==> src/rtl/pygmy_bus_pkg.sv <==
// Shared LSU-bus definitions: access-size encodings, timer register offsets and bit positions,
// plus the lane helpers every responder uses to turn a right-aligned write into byte enables.
package pygmy_bus_pkg;

    localparam logic [1:0] HB_BYTE = 2'b00;
    localparam logic [1:0] HB_HALF = 2'b01;
    localparam logic [1:0] HB_WORD = 2'b10;

    localparam logic [3:0] TMR_CTRL    = 4'h0;
    localparam logic [3:0] TMR_COUNT   = 4'h4;
    localparam logic [3:0] TMR_COMPARE = 4'h8;
    localparam logic [3:0] TMR_STATUS  = 4'hC;

    localparam int CTRL_EN          = 0;
    localparam int CTRL_AUTO_RELOAD = 1;
    localparam int CTRL_IRQ_EN      = 2;
    localparam int CTRL_PRESCALE    = 8;

    localparam int STATUS_MATCH = 0;
    localparam int STATUS_OVF   = 1;

    // A misaligned half access yields no enables, so the write is dropped.
    function automatic logic [3:0] lane_be(input logic [1:0] hb, input logic [1:0] lane);
        case (hb)
            HB_BYTE: return 4'b0001 << lane;
            HB_HALF: return lane[0] ? 4'b0000 : (lane[1] ? 4'b1100 : 4'b0011);
            HB_WORD: return 4'b1111;
            default: return 4'b1111;
        endcase
    endfunction

    function automatic logic [31:0] lane_align(input logic [1:0] hb, input logic [31:0] wdata);
        case (hb)
            HB_BYTE: return {4{wdata[7:0]}};
            HB_HALF: return {2{wdata[15:0]}};
            default: return wdata;
        endcase
    endfunction

    function automatic logic [31:0] lane_merge(input logic [31:0] old_val, input logic [31:0] data,
                                               input logic [3:0] be);
        logic [31:0] res;
        res = old_val;
        for (int k = 0; k < 4; k++) begin
            if (be[k]) res[8*k +: 8] = data[8*k +: 8];
        end
        return res;
    endfunction

endpackage

==> src/rtl/timer_prescaler.sv <==
// Divides the system clock by PRESCALE+1 while enabled; the tick is high for the cycle in which
// the phase counter equals PRESCALE. Disable or clear restarts the phase from zero.
module timer_prescaler #(
    parameter int PRESCALE_W = 8
) (
    input  logic                  clk_i,
    input  logic                  rst_i,
    input  logic                  en_i,
    input  logic                  clear_i,
    input  logic [PRESCALE_W-1:0] prescale_i,
    output logic                  tick_o
);

    logic [PRESCALE_W-1:0] r_cnt;

    assign tick_o = en_i & ~clear_i & (r_cnt == prescale_i);

    always_ff @(posedge clk_i) begin
        if (rst_i || !en_i || clear_i) begin
            r_cnt <= '0;
        end else if (r_cnt == prescale_i) begin
            r_cnt <= '0;
        end else begin
            r_cnt <= r_cnt + 1'b1;
        end
    end

endmodule

==> src/rtl/bus_timer.sv <==
// Memory-mapped timer on the LSU bus: register file with lane-merged writes, prescaled 32-bit
// counter with compare/overflow flags, combinational read mux and a level interrupt.
module bus_timer
    import pygmy_bus_pkg::*;
#(
    parameter int          PRESCALE_W    = 8,
    parameter logic [31:0] RESET_COMPARE = 32'hFFFF_FFFF
) (
    input  logic        clk_i,
    input  logic        rst_i,
    input  logic        cs_i,
    input  logic        we_i,
    input  logic [31:0] addr_i,
    input  logic [1:0]  hb_i,
    input  logic [31:0] wdata_i,
    output logic [31:0] rdata_o,
    output logic        irq_o
);

    localparam logic [31:0] CTRL_MASK =
        ((32'(2**PRESCALE_W) - 32'd1) << CTRL_PRESCALE) | 32'h0000_0007;

    logic [31:0] r_ctrl;
    logic [31:0] r_count;
    logic [31:0] r_compare;
    logic [1:0]  r_status;

    logic        w_wr;
    logic [1:0]  w_sel;
    logic [3:0]  w_be;
    logic [31:0] w_wdata;
    logic        w_wr_ctrl, w_wr_count, w_wr_compare, w_wr_status;
    logic        w_tick;
    logic [31:0] w_count_tick;
    logic        w_match_set, w_ovf_set;
    logic [1:0]  w_status_clr;
    logic        w_unused;

    assign w_unused     = ^addr_i[31:4];
    assign w_wr         = cs_i & we_i;
    assign w_sel        = addr_i[3:2];
    assign w_be         = lane_be(hb_i, addr_i[1:0]);
    assign w_wdata      = lane_align(hb_i, wdata_i);
    assign w_wr_ctrl    = w_wr && (w_sel == TMR_CTRL[3:2]);
    assign w_wr_count   = w_wr && (w_sel == TMR_COUNT[3:2]);
    assign w_wr_compare = w_wr && (w_sel == TMR_COMPARE[3:2]);
    assign w_wr_status  = w_wr && (w_sel == TMR_STATUS[3:2]);
    assign w_status_clr = (w_wr_status && w_be[0]) ? w_wdata[1:0] : 2'b00;

    timer_prescaler #(.PRESCALE_W(PRESCALE_W)) u_prescaler (
        .clk_i      (clk_i),
        .rst_i      (rst_i),
        .en_i       (r_ctrl[CTRL_EN]),
        .clear_i    (w_wr_ctrl),
        .prescale_i (r_ctrl[CTRL_PRESCALE +: PRESCALE_W]),
        .tick_o     (w_tick)
    );

    // Compare has priority over the overflow wrap when COMPARE is all ones.
    always_comb begin
        w_count_tick = r_count;
        w_match_set  = 1'b0;
        w_ovf_set    = 1'b0;
        if (w_tick) begin
            if (r_count == r_compare) begin
                w_match_set  = 1'b1;
                w_count_tick = r_ctrl[CTRL_AUTO_RELOAD] ? 32'h0 : r_count + 32'd1;
            end else if (r_count == 32'hFFFF_FFFF) begin
                w_ovf_set    = 1'b1;
                w_count_tick = 32'h0;
            end else begin
                w_count_tick = r_count + 32'd1;
            end
        end
    end

    always_ff @(posedge clk_i) begin
        if (rst_i) begin
            r_ctrl    <= 32'h0;
            r_count   <= 32'h0;
            r_compare <= RESET_COMPARE;
            r_status  <= 2'b00;
        end else begin
            if (w_wr_ctrl)    r_ctrl    <= lane_merge(r_ctrl, w_wdata, w_be) & CTRL_MASK;
            if (w_wr_compare) r_compare <= lane_merge(r_compare, w_wdata, w_be);
            // Software lanes override the tick result; other lanes still advance.
            r_count <= w_wr_count ? lane_merge(w_count_tick, w_wdata, w_be) : w_count_tick;
            r_status[STATUS_MATCH] <= (r_status[STATUS_MATCH] & ~w_status_clr[STATUS_MATCH]) | w_match_set;
            r_status[STATUS_OVF]   <= (r_status[STATUS_OVF]   & ~w_status_clr[STATUS_OVF])   | w_ovf_set;
        end
    end

    always_comb begin
        rdata_o = 32'h0;
        if (cs_i) begin
            case (w_sel)
                TMR_CTRL[3:2]:    rdata_o = r_ctrl;
                TMR_COUNT[3:2]:   rdata_o = r_count;
                TMR_COMPARE[3:2]: rdata_o = r_compare;
                default:          rdata_o = {30'h0, r_status};
            endcase
        end
    end

    assign irq_o = r_ctrl[CTRL_IRQ_EN] & (|r_status);

endmodule

==> config.mk <==
export PLATFORM = sky130hd
export DESIGN_NAME = bus_timer
export DESIGN_NICKNAME = d
export VERILOG_FILES = /design/src/rtl/pygmy_bus_pkg.sv /design/src/rtl/timer_prescaler.sv /design/src/rtl/bus_timer.sv
export SDC_FILE = /design/constraint.sdc
export NUM_CORES = 1
export LEC_CHECK = 0
export ABC_AREA = 1
export CORE_MARGIN = 5
export CORE_UTILIZATION = 65
export DETAILED_ROUTE_END_ITERATION = 7
export DONT_BUFFER_PORTS = 1
export PLACE_DENSITY = 0.87
export SLEW_MARGIN = 20
export SYNTH_ARGS = -nofsm -noshare
export SYNTH_HDL_FRONTEND = slang
export SYNTH_SLANG_ARGS = --single-unit
==> constraint.sdc <==
create_clock -name clk_i -period 2.1 [get_ports clk_i]
set_input_delay 0.21 -clock clk_i [delete_from_list [all_inputs] [get_ports clk_i]]
set_output_delay 0.21 -clock clk_i [all_outputs]
set_load 0.01 [all_outputs]
* Word level (Yosys, flattened, before mapping)
Cells that the tools add are included.
** Storage, ports and cells
- Output and inout bits :: 33
- Word-level logic and storage cells :: 69
- Input port bits :: 70
- Bits in registers :: 85
** Operators by class
- Bitwise gates (word level) :: 11
- Equality and inequality tests :: 7
- Mux-type cells :: 21
- Add/sub/neg operators :: 2
- Reduce and logical (&&, ||, !) cells :: 18
- Shift-type cells :: 1
** Operator list (count)
- 32-bit two-way mux :: 6
- 32-bit case mux with 3 select lines :: 1
- 32-bit case mux with 2 select lines :: 1
- 32-bit by 1-bit adder with 32-bit output, second input constant :: 1
- 32-bit == test :: 1
- 32-bit == test, second input constant :: 1
- 8-bit two-way mux :: 4
- 2-bit AND reduction :: 6
- 8-bit by 1-bit adder with 8-bit output, second input constant :: 1
- 8-bit == test :: 1
- 4-bit two-way mux :: 2
- 4-bit case mux with 2 select lines :: 1
- 1-bit bitwise AND :: 6
- 1-bit logical AND :: 5
- 1-bit two-way mux :: 5
- 2-bit by 1-bit == test with 1-bit output, second input constant :: 2
- 2-bit == test, second input constant :: 2
- 2-bit zero test :: 2
- 2-bit OR reduction :: 2
- 1-bit by 2-bit left shift with 4-bit output, first input constant :: 1
- 1-bit NOT :: 3
- 1-bit logical OR :: 2
- 2-bit two-way mux :: 1
- 1-bit OR :: 2
- 1-bit zero test :: 1

* Logic depth before layout (Yosys ltp)
Gate-level depths: netlist of the first run.
- Word-level depth :: 8
- Depth in mapped cells :: 16
- Depth with buffers taken out :: 15

* Modules after synthesis
A second synthesis of the first run with hierarchy kept.
** Unflattened totals
- Cell total of the unflattened synthesis :: 939
- Area, all modules :: 5656.7 um^2
** By module, submodules not included
- bus_timer :: sequential area each 1541.5 um^2, area an instance 5166.2 um^2, times used 1, cells each 862
- timer_prescaler :: sequential area each 160.2 um^2, area an instance 490.5 um^2, times used 1, cells each 77

* Least setup slack after synthesis of the first run
OpenSTA, ideal clock, no wires.
- Kind :: reg-to-reg
- Start :: reg r_count[0]
- End :: reg r_count[12]
- Data required time :: 1991 ps
- Path buffers :: 1
- Cell stages (with the launch flop) :: 16
- Period minus slack after synthesis :: 1782 ps
- Data arrival time :: 1673 ps
- Setup time :: 109 ps
- Path slack :: 318 ps
- Cell sequence :: dfxtp_1 > ha_1 > nand3_2 > nor2_4 > nand2_2 > nor2_1 > nand2_1 > nor2_1 > nand2_1 > nand2_2 > nand2_4 > buf_6 > nand3_1 > nand2_1 > nand2_1 > inv_1
** Between the ends
- Longest elaborated chain between the ends :: 6
- Elaborated cells on any way between the ends :: 9
- Classes of those cells :: 1 x add/sub; 2 x eq/ne; 6 x mux
** RTL lines
- start, declared :: RTL line bus_timer.sv:24 : logic [31:0] r_count;
- start signal, assigned :: RTL line bus_timer.sv:87 : r_count <= w_wr_count ? lane_merge(w_count_tick, w_wdata, w_be) : w_count_tick;
- 32-bit by 1-bit adder with 32-bit output / 32-bit == test (equally long branches) :: RTL line bus_timer.sv:67, bus_timer.sv:72, bus_timer.sv:68
- 32-bit two-way mux, on equally long branches :: RTL line bus_timer.sv:68, bus_timer.sv:67
- 32-bit two-way mux * :: RTL line bus_timer.sv:65 : if (r_count == r_compare) begin
- 32-bit two-way mux * :: RTL line bus_timer.sv:64 : if (w_tick) begin
- 8-bit two-way mux :: RTL line pygmy_bus_pkg.sv:45 : if (be[k]) res[8*k +: 8] = data[8*k +: 8];
- 32-bit two-way mux * :: RTL line bus_timer.sv:87
Every way passes the cells marked *; elsewhere a longest branch is shown, timed or not.
A chain may end at the register's enable or synchronous reset.

* Worst setup path in the final report of the first run
- Start :: reg u_prescaler.r_cnt[3]
- End :: reg r_count[4]
** Between the ends
- Longest elaborated chain between the ends :: 5
** RTL lines
- start, declared :: RTL line timer_prescaler.sv:14 : logic [PRESCALE_W-1:0] r_cnt;
- start signal, assigned :: RTL line timer_prescaler.sv:24 : r_cnt <= r_cnt + 1'b1;
- 8-bit == test * :: RTL line timer_prescaler.sv:16 : assign tick_o = en_i & ~clear_i & (r_cnt == prescale_i);
- 1-bit bitwise AND * :: RTL line timer_prescaler.sv:16
- 32-bit two-way mux * :: RTL line bus_timer.sv:64
- 8-bit two-way mux :: RTL line pygmy_bus_pkg.sv:45
- 32-bit two-way mux * :: RTL line bus_timer.sv:87
Marks and branches as above.

==> summary.json, run 1 <==
{
  "run_status": {"value": "complete, no violations"},
  "tritoncts": {"value": "yes"},
  "viasPerCell": {"value": 5.85},
  "worst-path-max-fanout": {"value": 11},
  "cap_violations": {"value": 0},
  "tightestPinTransition": {"value": 0.770, "unit": "ns"},
  "drt_iter0_markers": {"value": 750},
  "totalNegativeSetupSlack": {"value": 0, "unit": "ns"},
  "cts.sinks": {"value": 85},
  "hold_viol_final": {"value": 0},
  "synth_area": {"value": 6010, "unit": "um^2"},
  "drt-total-wl": {"value": 18.8, "unit": "mm"},
  "share_of_yosys_cell_area_claimed_by_the_top_area_cell_type": {"value": 28.3, "unit": "%"},
  "final-seq-area": {"value": 1710, "unit": "um^2"},
  "combPwrFrac": {"value": 12.9, "unit": "%"},
  "share_clk_of_total_power": {"value": 37.5, "unit": "%"},
  "crit_path_end_kind": {"value": "register"},
  "postSynth.asyncResetShare": {"value": 0, "unit": "%"},
  "slew_viols_final": {"value": 0},
  "post-cts-setup-buffers": {"value": 0},
  "gp_routability_congestion": {"value": 1.06},
  "seq_power_share": {"value": 49.6, "unit": "%"},
  "dp_worst_setup_slack": {"value": 0.183, "unit": "ns"},
  "switching_share": {"value": 28.3, "unit": "%"},
  "syn2layout_area_growth": {"value": 7.34, "unit": "%"},
  "min_path_type": {"value": "primary input to register"},
  "critical_path.startpoint_type": {"value": "register"},
  "antenna_left": {"value": 0},
  "reg2reg_from": {"value": "u_prescaler.r_cnt[3]"},
  "synth_area_per_cell": {"value": 5.98, "unit": "um^2"},
  "multiInputGateArea": {"value": 3640, "unit": "um^2"},
  "ios": {"value": 103},
  "dpl.cell_count": {"value": 1105},
  "yosysWarnings": {"value": 0},
  "p_sw": {"value": 0.000963, "unit": "W"},
  "critical-path-max-stage-delay": {"value": 0.40, "unit": "ns"},
  "antenna_cells": {"value": 0},
  "timing.slew.headroom": {"value": 48.6, "unit": "%"},
  "nFillCells": {"value": 796},
  "detail_route.drc_violations": {"value": 0},
  "synth_seq_cells": {"value": 85},
  "finish.cell_count_without_fillers": {"value": 1124},
  "dominant_cell_type_by_count_on_the_critical_path": {"value": "sky130_fd_sc_hd__nand2_1"},
  "synth_enable_flop_cells": {"value": 0},
  "clock_tree.buffer_depth": {"value": 2},
  "rows": {"value": 35},
  "drt_pass1_iterations": {"value": 6},
  "ctsHtreeMaxLevel": {"value": 3},
  "latest_clock_arrival_within_the_worst_skew_pair": {"value": 0.37, "unit": "ns"},
  "fmax": {"value": 504, "unit": "MHz"},
  "leakage": {"value": 2.82, "unit": "nW"},
  "grt.total_usage": {"value": 33.5, "unit": "%"},
  "final.min_clock_period": {"value": 1.98, "unit": "ns"},
  "buffer_ports.inserted": {"value": 0},
  "synth_commonest_cells": {"value": "sky130_fd_sc_hd__nand2_1 (329), sky130_fd_sc_hd__inv_1 (122), sky130_fd_sc_hd__a21oi_1 (89)"},
  "detail_route.wl_per_cell": {"value": 16.7, "unit": "um"},
  "yosys.cell_count.top_type": {"value": "sky130_fd_sc_hd__nand2_1"},
  "synthFlopType": {"value": "sky130_fd_sc_hd__dfxtp_1"},
  "dieArea": {"value": 11300, "unit": "um^2"},
  "portion_of_the_post_synthesis_area_used_by_sequential_elements": {"value": 28.3, "unit": "%"},
  "vdd_drop_max": {"value": 0.379, "unit": "mV"},
  "reg2reg_setup_slack": {"value": 0.12, "unit": "ns"},
  "yosys-top-cells-area": {"value": "sky130_fd_sc_hd__dfxtp_1 (28%), sky130_fd_sc_hd__nand2_1 (21%), sky130_fd_sc_hd__inv_1 (7.6%)"},
  "grt_remaining_overflow": {"value": 0},
  "dp_hpwl": {"value": 14.0, "unit": "mm"},
  "hold_ws": {"value": 0.0130, "unit": "ns"},
  "timing.setup.critical_path_class": {"value": "register to register"},
  "worst_setup_hold_path_clk_slew": {"value": 0.08, "unit": "ns"},
  "synth_top_cell_by_area": {"value": "sky130_fd_sc_hd__dfxtp_1"},
  "cells_after_synth": {"value": 1006},
  "initial_antenna_violation_count": {"value": 0},
  "synth_fp_nets": {"value": 1078},
  "grt_start_max_net_pins": {"value": 43},
  "via_count_of_the_routed_design": {"value": 6574},
  "die_h": {"value": 106, "unit": "um"},
  "cell_by_cell_trace_of_the_critical_path": {"value": "inv_2, nand2_1, nand2_1, clkinv_1, nand2_1, nor2_4, nand3_4, buf_4, nor2_1, xnor2_1, a21oi_1, o21bai_1, inv_1"},
  "crit_path_required_time": {"value": 2.36, "unit": "ns"},
  "start_util": {"value": 66.0, "unit": "%"},
  "die_w": {"value": 106, "unit": "um"},
  "timing.critical_path.arrival": {"value": 2.24, "unit": "ns"},
  "via_count_of_the_first_global_routing_pass": {"value": 6017},
  "final_layout_size_suffix_gt1_share": {"value": 9.08, "unit": "%"},
  "slowest_stage_cell_cp": {"value": "sky130_fd_sc_hd__dfxtp_1"},
  "crit_family": {"value": "simple AND/OR/NAND/NOR gates"},
  "final_net_count": {"value": 1080},
  "placeableCoreArea": {"value": 9110, "unit": "um^2"},
  "clk_root_buffer_cell": {"value": "sky130_fd_sc_hd__clkbuf_8"},
  "min-delay-start": {"value": "rst_i"},
  "clock_skew": {"value": 0.0116, "unit": "ns"},
  "synth_cell_types": {"value": 36},
  "final-setup-viol-count": {"value": 0},
  "worstPathBufferInverterCount": {"value": 4},
  "grt_first_pass_wirelength": {"value": 30.0, "unit": "mm"},
  "period_share": {"value": 94.5, "unit": "%"},
  "tritoncts.num_buffers": {"value": 9},
  "p_per_area": {"value": 527, "unit": "nW/um^2"},
  "setup.worst_path.start": {"value": "u_prescaler.r_cnt[3]"},
  "internal-power": {"value": 0.00244, "unit": "W"},
  "layout_setup_ws": {"value": 0.115, "unit": "ns"}
}
worst register-to-register path, cell delays in order, from the launching register on:
cell	delay [ns]
sky130_fd_sc_hd__dfxtp_1	0.40
sky130_fd_sc_hd__inv_2	0.06
sky130_fd_sc_hd__nand2_1	0.05
sky130_fd_sc_hd__nand2_1	0.06
sky130_fd_sc_hd__clkinv_1	0.04
sky130_fd_sc_hd__nand2_1	0.08
sky130_fd_sc_hd__nor2_4	0.14
sky130_fd_sc_hd__nand3_4	0.20
sky130_fd_sc_hd__buf_4	0.24
sky130_fd_sc_hd__nor2_1	0.13
sky130_fd_sc_hd__xnor2_1	0.14
sky130_fd_sc_hd__a21oi_1	0.08
sky130_fd_sc_hd__o21bai_1	0.17
sky130_fd_sc_hd__inv_1	0.07
cells in the final DEF, fill, tap and decap left out, drive strengths merged:
master and n:
o211ai 14, xnor2 34, dlygate4sd3 2, o21a 1, o221ai 5, nor3b 1
ha 2, clkinvlp 1, buf 28, inv 135, a221o 6, bufinv 1
nand3 66, clkinv 3, nor2 108, clkbuf 12, nor3 9, a21oi 89
o21ai 36, dfxtp 85, nand3b 3, or2 1, nand2 334, nand4 19
o21bai 2, nor4 4, a22o 1, xor2 11
routing by layer:
layer  wire length (um)  vias up  part of all wire (%)  global-route usage (%)
met5                  0        -                     0                       0
met4                895        0                   4.8                    17.7
met3               1880       66                    10                    6.38
met2               8600      336                    46                    54.7
met1               7380     2970                    39                    41.8
li1                   -     3202                     -                       -
final cells by class:
class                           instances  share of cell area [%]
Multi-Input combinational cell        746                    56.4
Sequential cell                        85                    26.4
Inverter                              136                    7.91
Tap cell                              111                    2.15
Clock inverter                          4                   0.853
Timing Repair Buffer                   30                    3.76
Clock buffer                           12                    2.56
cell families after synthesis:
group                    share of synthesized area (%)
AND/OR/NAND/NOR                                   38.8
buffers and inverters                             11.6
AO/OA/AOI/OAI                                     14.4
flip-flops                                        28.3
XOR/XNOR                                          6.55
adder cells (fa/ha/maj)                          0.416
flip-flops by register name (all words and copies together), names as in the netlist:
register	count
r_count	32
u_prescaler.r_cnt	8
r_compare	32
r_ctrl	11
r_status	2
repair_timing:
| action | 4_1_cts | 5_1_grt |
|---|---|---|
| hold buffers | 3 | 0 |
| endpoints found under the setup margin | 0 | 19 |
| hold endpoints to repair | 43 | 0 |
| gates resized for setup | 0 | 7 |
power by group through the flow:
stage	clock network, W	registers, W	logic (W)
2_1_floorplan	0	0.00171	0.000322
3_3_place_gp	0	0.00172	0.000402
3_5_place_dp	0	0.00173	0.000406
4_1_cts	0.00128	0.00169	0.000430
5_1_grt	0.00136	0.00169	0.000482
6_report	0.00128	0.00169	0.000440
worst paths after layout:
path                        end  cells past startpoint
hold / removal      r_count[13]                      3
hold reg to reg   r_compare[19]                      2
setup / recovery     r_count[4]                     13
setup reg to reg     r_count[4]                     13
per-stage QoR:
step | total power, W | utilization [%] | area, um^2
2_1_floorplan | 0.00203 | - | 6010
3_3_place_gp | 0.00213 | 67.8 | 6170
3_5_place_dp | 0.00213 | 67.8 | 6170
4_1_cts | 0.00340 | 70.6 | 6430
5_1_grt | 0.00354 | 70.9 | 6460
6_report | 0.00341 | 70.9 | 6460
No activity file was read; power rests on OpenSTA's default activity.
==> run 2, diff against run 1 <==
clock period = 2.45 ns   (was 2.1 ns; I/O delays follow)
==> run 2 against run 1 <==
  * Final cell count shrank 1.5%
  * Critical endpoint is now r_count[5]
  * Flip-flop and latch count stayed put
  * Register-to-register slack improved by 0.14 ns
==> summary.json, run 2 (synthesis results as in run 1) <==
{
  "run_status": {"value": "complete, no violations"},
  "placeableCoreArea": {"value": 9110, "unit": "um^2", "change": "unchanged"},
  "drt-total-wl": {"value": 18.8, "unit": "mm", "change": "+0.37%"},
  "post-cts-setup-buffers": {"value": 0, "change": "unchanged"},
  "grt_remaining_overflow": {"value": 0, "change": "unchanged"},
  "syn2layout_area_growth": {"value": 4.87, "unit": "%"},
  "worstRegToRegCells": {"value": 14, "change": "+1"},
  "period_share": {"value": 89.4, "unit": "%", "change": "-5.1 points"},
  "cts.sinks": {"value": 85, "change": "unchanged"},
  "grt.total_usage": {"value": 33.7, "unit": "%", "change": "+0.23 points"},
  "viasPerCell": {"value": 5.88, "change": "+0.45%"},
  "mostFrequentLayoutCell": {"value": "sky130_fd_sc_hd__nand2_1"},
  "totalNegativeSetupSlack": {"value": 0, "unit": "ns", "change": "unchanged"},
  "cap_violations": {"value": 0, "change": "unchanged"},
  "initial_antenna_violation_count": {"value": 0, "change": "unchanged"},
  "rsz0062_at_grt": {"value": "no"},
  "final_core_util": {"value": 69.2, "unit": "%", "change": "-1.6 points"},
  "crit_path_required_time": {"value": 2.73, "unit": "ns", "change": "+0.37 ns"},
  "timing.slew.headroom": {"value": 49.5, "unit": "%", "change": "+0.87 points"},
  "dpl.cell_count": {"value": 1090, "change": "-1.4%"},
  "biggestRegsByFlops": {"value": "r_compare: 32 flops, r_count: 32 flops, r_ctrl: 11 flops"},
  "dp_hpwl": {"value": 13.8, "unit": "mm", "change": "-1.5%"},
  "tritoncts": {"value": "yes"},
  "timing.setup.critical_path_class": {"value": "register to register"},
  "leakage": {"value": 2.75, "unit": "nW", "change": "-2.4%"},
  "slew_viols_final": {"value": 0, "change": "unchanged"},
  "ios": {"value": 103, "change": "unchanged"},
  "final_layout_size_suffix_gt1_share": {"value": 7.23, "unit": "%", "change": "-1.9 points"},
  "detail_route.drc_violations": {"value": 0, "change": "unchanged"},
  "start_util": {"value": 66.0, "unit": "%", "change": "unchanged"},
  "worst-path-max-fanout": {"value": 23, "change": "+12"},
  "worst_setup_hold_path_clk_slew": {"value": 0.10, "unit": "ns", "change": "+0.02 ns"},
  "clock_tree.buffer_depth": {"value": 2, "change": "unchanged"},
  "antenna_cells": {"value": 0, "change": "unchanged"},
  "rows": {"value": 35, "change": "unchanged"},
  "buffer_ports.inserted": {"value": 0, "change": "unchanged"},
  "dieArea": {"value": 11300, "unit": "um^2", "change": "unchanged"},
  "via_count_of_the_first_global_routing_pass": {"value": 6060, "change": "+0.71%"},
  "final-setup-viol-count": {"value": 0, "change": "unchanged"},
  "timing.critical_path.arrival": {"value": 2.47, "unit": "ns", "change": "+0.23 ns"},
  "via_count_of_the_routed_design": {"value": 6504, "change": "-1.1%"},
  "antenna_left": {"value": 0, "change": "unchanged"},
  "tightestPinTransition": {"value": 0.757, "unit": "ns", "change": "-0.0131 ns"},
  "die_h": {"value": 106, "unit": "um", "change": "unchanged"},
  "hold_viol_final": {"value": 0, "change": "unchanged"},
  "final_area": {"value": 6310, "unit": "um^2", "change": "-2.3%"},
  "most-common-layout-cells": {"value": "sky130_fd_sc_hd__nand2_1 (329), sky130_fd_sc_hd__inv_1 (122), sky130_fd_sc_hd__a21oi_1 (89)"},
  "final.min_clock_period": {"value": 2.19, "unit": "ns", "change": "+0.205 ns"},
  "clock_skew": {"value": 0.0134, "unit": "ns", "change": "+0.00184 ns"},
  "detail_route.wl_per_cell": {"value": 17.0, "unit": "um", "change": "+1.9%"},
  "vdd_drop_max": {"value": 0.319, "unit": "mV", "change": "-16%"},
  "drt_pass1_iterations": {"value": 5, "change": "-1"},
  "drt_iter0_markers": {"value": 742, "change": "-1.1%"},
  "min_path_type": {"value": "primary input to register"},
  "die_w": {"value": 106, "unit": "um", "change": "unchanged"},
  "ctsHtreeMaxLevel": {"value": 3, "change": "unchanged"},
  "hold_path_cells": {"value": 3, "change": "unchanged"},
  "latest_clock_arrival_within_the_worst_skew_pair": {"value": 0.38, "unit": "ns", "change": "about the same"},
  "grt_start_max_net_pins": {"value": 38, "change": "-12%"},
  "critical_path.startpoint_type": {"value": "register"},
  "final_net_count": {"value": 1063, "change": "-1.6%"},
  "finish.cell_count_without_fillers": {"value": 1107, "change": "-1.5%"},
  "crit_path_end_kind": {"value": "register"},
  "tritoncts.num_buffers": {"value": 9, "change": "unchanged"},
  "grt_first_pass_wirelength": {"value": 30.6, "unit": "mm", "change": "+1.8%"},
  "clk_root_buffer_cell": {"value": "sky130_fd_sc_hd__clkbuf_8"},
  "gp_routability_congestion": {"value": 0.997, "change": "-5.6%"},
  "p_per_area": {"value": 474, "unit": "nW/um^2", "change": "-10%"},
  "detailed_place.area": {"value": 6060, "unit": "um^2", "change": "-1.8%"},
  "fmax": {"value": 457, "unit": "MHz", "change": "-9.4%"}
}
[run 2: layout make-up]
class | count | area, um^2
Tap cell | 111 | 139
Inverter | 136 | 510
Clock inverter | 7 | 103
Sequential cell | 85 | 1700
Fill cell | 853 | 2800
Timing Repair Buffer | 13 | 110
Clock buffer | 9 | 124
Multi-Input combinational cell | 746 | 3620
[run 2: worst paths after layout]
check	startpoint	to	slack [ns]
setup reg to reg	r_count[1]	r_count[5]	0.26
setup / recovery	r_count[1]	r_count[5]	0.26
hold reg to reg	r_status[1]	r_status[1]	0.49
hold / removal	rst_i	r_count[11]	0.005
[run 2: report_power, final]
group	total [W]	internal, W	switching [W]
combinational	0.000365	0.000114	0.000251
clock	0.00117	0.000587	0.000587
sequential	0.00145	0.00141	0.0000394
total	0.00299	0.00211	0.000877
[run 2: what timing repair did]
action                                  in CTS  in global routing
hold buffers                                 1                  0
endpoints found under the setup margin       0                  0
hold endpoints to repair                    37                  0
gates resized for setup                      0                  0
[run 2: through the flow]
step	power [W]	worst slack [ns]	hold WS, ns
2_1_floorplan	0.00174	0.668	0.375
4_1_cts	0.00298	0.318	0.00610
3_3_place_gp	0.00182	0.412	0.320
5_1_grt	0.00309	0.0825	0.0112
6_report	0.00299	0.260	0.00526
3_5_place_dp	0.00182	0.339	0.322
[run 2: critical path, cell delays in order (launching register included)]
cell and delay [ns]:
sky130_fd_sc_hd__dfxtp_1 0.43, sky130_fd_sc_hd__ha_1 0.23, sky130_fd_sc_hd__nand3_2 0.13, sky130_fd_sc_hd__nor2_4 0.16, sky130_fd_sc_hd__nand2_2 0.12, sky130_fd_sc_hd__nor2_1 0.15, sky130_fd_sc_hd__nand2_1 0.08, sky130_fd_sc_hd__nor2_1 0.09
sky130_fd_sc_hd__nand2_1 0.07, sky130_fd_sc_hd__nand2_2 0.14, sky130_fd_sc_hd__nand2_4 0.21, sky130_fd_sc_hd__nand2_1 0.11, sky130_fd_sc_hd__o21ai_0 0.08, sky130_fd_sc_hd__nand2_1 0.06, sky130_fd_sc_hd__inv_1 0.03
[run 2: layer usage]
metal  vias up  wire length (um)  track usage (%)
met5         -                 0                0
li1       3167                 -                -
met3        65              1670             5.40
met1      2924              7650             43.4
met2       348              8610             55.3
met4         0               894             15.4
==> run 3, diff against run 2 <==
SKIP_CTS_REPAIR_TIMING = 1   (was unset)
clock period = 2.7 ns   (was 2.45 ns; I/O delays follow)
==> run 3 against run 2 <==
  * The flow now finishes with violations (negative hold slack)
  * Via count is 1.9% lower
  * Largest power group unchanged
  * Largest cell class unchanged
  * Sequential share of layout area grew 0.20 points
  * Die area stayed put
  * Flip-flop and latch count unchanged
==> summary.json, run 3 (synthesis results as in run 1) <==
{
  "syn2layout_area_growth": {"value": 4.10, "unit": "%"},
  "gp_routability_congestion": {"value": 0.991, "change": "-0.52%"},
  "final_core_util": {"value": 68.7, "unit": "%", "change": "-0.51 points"},
  "clock_tree.buffer_depth": {"value": 2, "change": "unchanged"},
  "share_clk_of_total_power": {"value": 36.9, "unit": "%", "change": "-2.4 points"},
  "rsz0062_at_grt": {"value": "no"},
  "final-setup-viol-count": {"value": 0, "change": "unchanged"},
  "buffer_ports.inserted": {"value": 0, "change": "unchanged"},
  "clk_root_buffer_cell": {"value": "sky130_fd_sc_hd__clkbuf_8"},
  "switching_share": {"value": 30.1, "unit": "%", "change": "+0.80 points"},
  "p_sw": {"value": 0.000784, "unit": "W", "change": "-11%"},
  "vdd_drop_max": {"value": 0.267, "unit": "mV", "change": "-16%"},
  "tightestPinTransition": {"value": 0.821, "unit": "ns", "change": "+0.0641 ns"},
  "rows": {"value": 35, "change": "unchanged"},
  "antenna_cells": {"value": 0, "change": "unchanged"},
  "clock_skew": {"value": 0.0136, "unit": "ns", "change": "+0.000195 ns"},
  "grt_remaining_overflow": {"value": 0, "change": "unchanged"},
  "biggestRegsByFlops": {"value": "r_compare: 32 flops, r_count: 32 flops, r_ctrl: 11 flops"},
  "tritoncts.num_buffers": {"value": 9, "change": "unchanged"},
  "detail_route.wl_per_cell": {"value": 16.7, "unit": "um", "change": "-2.0%"},
  "via_count_of_the_routed_design": {"value": 6380, "change": "-1.9%"},
  "cap_violations": {"value": 0, "change": "unchanged"},
  "ios": {"value": 103, "change": "unchanged"},
  "die_h": {"value": 106, "unit": "um", "change": "unchanged"},
  "min_path_type": {"value": "primary input to register"},
  "p_per_area": {"value": 416, "unit": "nW/um^2", "change": "-12%"},
  "placeableCoreArea": {"value": 9110, "unit": "um^2", "change": "unchanged"},
  "hold_viol_final": {"value": 2, "change": "+2"},
  "internal-power": {"value": 0.00182, "unit": "W", "change": "-14%"},
  "die_w": {"value": 106, "unit": "um", "change": "unchanged"},
  "violations": {"value": "negative hold slack"},
  "timing.setup.critical_path_class": {"value": "register to register"},
  "dieArea": {"value": 11300, "unit": "um^2", "change": "unchanged"},
  "cts.sinks": {"value": 85, "change": "unchanged"},
  "worst-path-max-fanout": {"value": 23, "change": "unchanged"},
  "slew_viols_final": {"value": 0, "change": "unchanged"},
  "critical_path.startpoint_type": {"value": "register"},
  "tritoncts": {"value": "yes"},
  "viasPerCell": {"value": 5.78, "change": "-1.6%"},
  "grt_first_pass_wirelength": {"value": 29.8, "unit": "mm", "change": "-2.6%"},
  "run_status": {"value": "complete, but fails checks"},
  "mostFrequentLayoutCell": {"value": "sky130_fd_sc_hd__nand2_1"},
  "timing.critical_path.arrival": {"value": 2.49, "unit": "ns", "change": "+0.02 ns"},
  "period_share": {"value": 81.3, "unit": "%", "change": "-8.1 points"},
  "drt_iter0_markers": {"value": 713, "change": "-3.9%"},
  "grt.total_usage": {"value": 33.1, "unit": "%", "change": "-0.61 points"},
  "antenna_left": {"value": 0, "change": "unchanged"},
  "fmax": {"value": 455, "unit": "MHz", "change": "-0.28%"},
  "drt_pass1_iterations": {"value": 5, "change": "unchanged"},
  "detail_route.drc_violations": {"value": 0, "change": "unchanged"},
  "final.min_clock_period": {"value": 2.20, "unit": "ns", "change": "+0.00606 ns"},
  "final_net_count": {"value": 1060, "change": "-0.28%"},
  "worst_setup_hold_path_clk_slew": {"value": 0.10, "unit": "ns", "change": "about the same"},
  "most-common-layout-cells": {"value": "sky130_fd_sc_hd__nand2_1 (329), sky130_fd_sc_hd__inv_1 (122), sky130_fd_sc_hd__a21oi_1 (89)"},
  "dp_hpwl": {"value": 13.6, "unit": "mm", "change": "-1.3%"},
  "seq_power_share": {"value": 50.7, "unit": "%", "change": "+2.2 points"},
  "crit_path_end_kind": {"value": "register"},
  "latest_clock_arrival_within_the_worst_skew_pair": {"value": 0.37, "unit": "ns", "change": "about the same"},
  "combPwrFrac": {"value": 12.5, "unit": "%", "change": "+0.3 points"},
  "initial_antenna_violation_count": {"value": 0, "change": "unchanged"},
  "crit_path_required_time": {"value": 3.00, "unit": "ns", "change": "+0.27 ns"},
  "drt-total-wl": {"value": 18.4, "unit": "mm", "change": "-2.2%"},
  "timing.slew.headroom": {"value": 45.2, "unit": "%", "change": "-4.3 points"},
  "leakage": {"value": 2.72, "unit": "nW", "change": "-1.1%"},
  "grt_start_max_net_pins": {"value": 46, "change": "+21%"},
  "start_util": {"value": 66.0, "unit": "%", "change": "unchanged"},
  "via_count_of_the_first_global_routing_pass": {"value": 5911, "change": "-2.5%"},
  "hold_ws": {"value": -0.00746, "unit": "ns", "change": "-0.0127 ns"},
  "final_layout_size_suffix_gt1_share": {"value": 6.75, "unit": "%", "change": "-0.48 points"},
  "totalNegativeSetupSlack": {"value": 0, "unit": "ns", "change": "unchanged"},
  "ctsHtreeMaxLevel": {"value": 3, "change": "unchanged"}
}
-- run 3: cell types whose count changed in the layout (fill, tap and decap cells not counted), sizes merged --
cell	before	now
buf	13	8
clkinv	2	4
dlygate4sd3	0	2
bufinv	2	1
inv	138	137
-- run 3: final cells by class --
class / count / area (um^2)
Multi-Input combinational cell: 746 / 3620
Fill cell: 878 / 2850
Sequential cell: 85 / 1700
Inverter: 136 / 510
Tap cell: 111 / 139
Clock buffer: 9 / 124
Timing Repair Buffer: 10 / 92.6
Clock inverter: 7 / 73.8
-- run 3: power groups by stage --
stage / Sequential [W] / Combinational, W / Clock, W
CTS: 0.00132 / 0.000306 / 0.000952
global route: 0.00132 / 0.000359 / 0.00102
detailed placement: 0.00135 / 0.000305 / 0
global placement: 0.00135 / 0.000301 / 0
finish: 0.00132 / 0.000325 / 0.000960
floorplan: 0.00133 / 0.000251 / 0
-- run 3: stage by stage --
step,hold slack [ns],setup slack (ns),instance area [um^2],power (W),cells
floorplan,0.400,0.918,6010,0.00158,1006
global placement,0.343,0.623,6020,0.00165,1085
detailed placement,0.347,0.581,6020,0.00165,1085
CTS,-0.0406,0.574,6220,0.00257,1101
global route,0.00571,0.339,6260,0.00270,1104
finish,-0.00746,0.504,6260,0.00260,1104
-- run 3: worst max-delay path, stage by stage (launching register included) --
cell	delay, ns
sky130_fd_sc_hd__dfxtp_1	0.39
sky130_fd_sc_hd__xnor2_1	0.37
sky130_fd_sc_hd__nand2_1	0.10
sky130_fd_sc_hd__nor2_1	0.13
sky130_fd_sc_hd__nand2_1	0.10
sky130_fd_sc_hd__nor2_2	0.12
sky130_fd_sc_hd__nand2_2	0.14
sky130_fd_sc_hd__nand2_1	0.11
sky130_fd_sc_hd__nand2_2	0.10
sky130_fd_sc_hd__nand2_4	0.24
sky130_fd_sc_hd__nand3_1	0.15
sky130_fd_sc_hd__a21oi_1	0.16
-- run 3: per-layer routing --
| metal | global-route usage (%) | routed length [um] | vias to the layer above |
|---|---|---|---|
| met5 | 0 | 0 | - |
| met4 | 12.9 | 539 | 0 |
| met2 | 54.3 | 8590 | 294 |
| li1 | - | - | 3156 |
| met1 | 43.2 | 7690 | 2892 |
| met3 | 5.95 | 1590 | 38 |
-- run 3: final timing paths --
kind / startpoint / to / slack, ns / cells after the start
worst max register to register: r_count[20] / r_count[28] / 0.50 / 11
worst max-delay path: r_count[20] / r_count[28] / 0.50 / 11
worst min-delay path: rst_i / r_compare[28] / -0.007 / 2
worst min register to register: r_status[1] / r_status[1] / 0.49 / 2
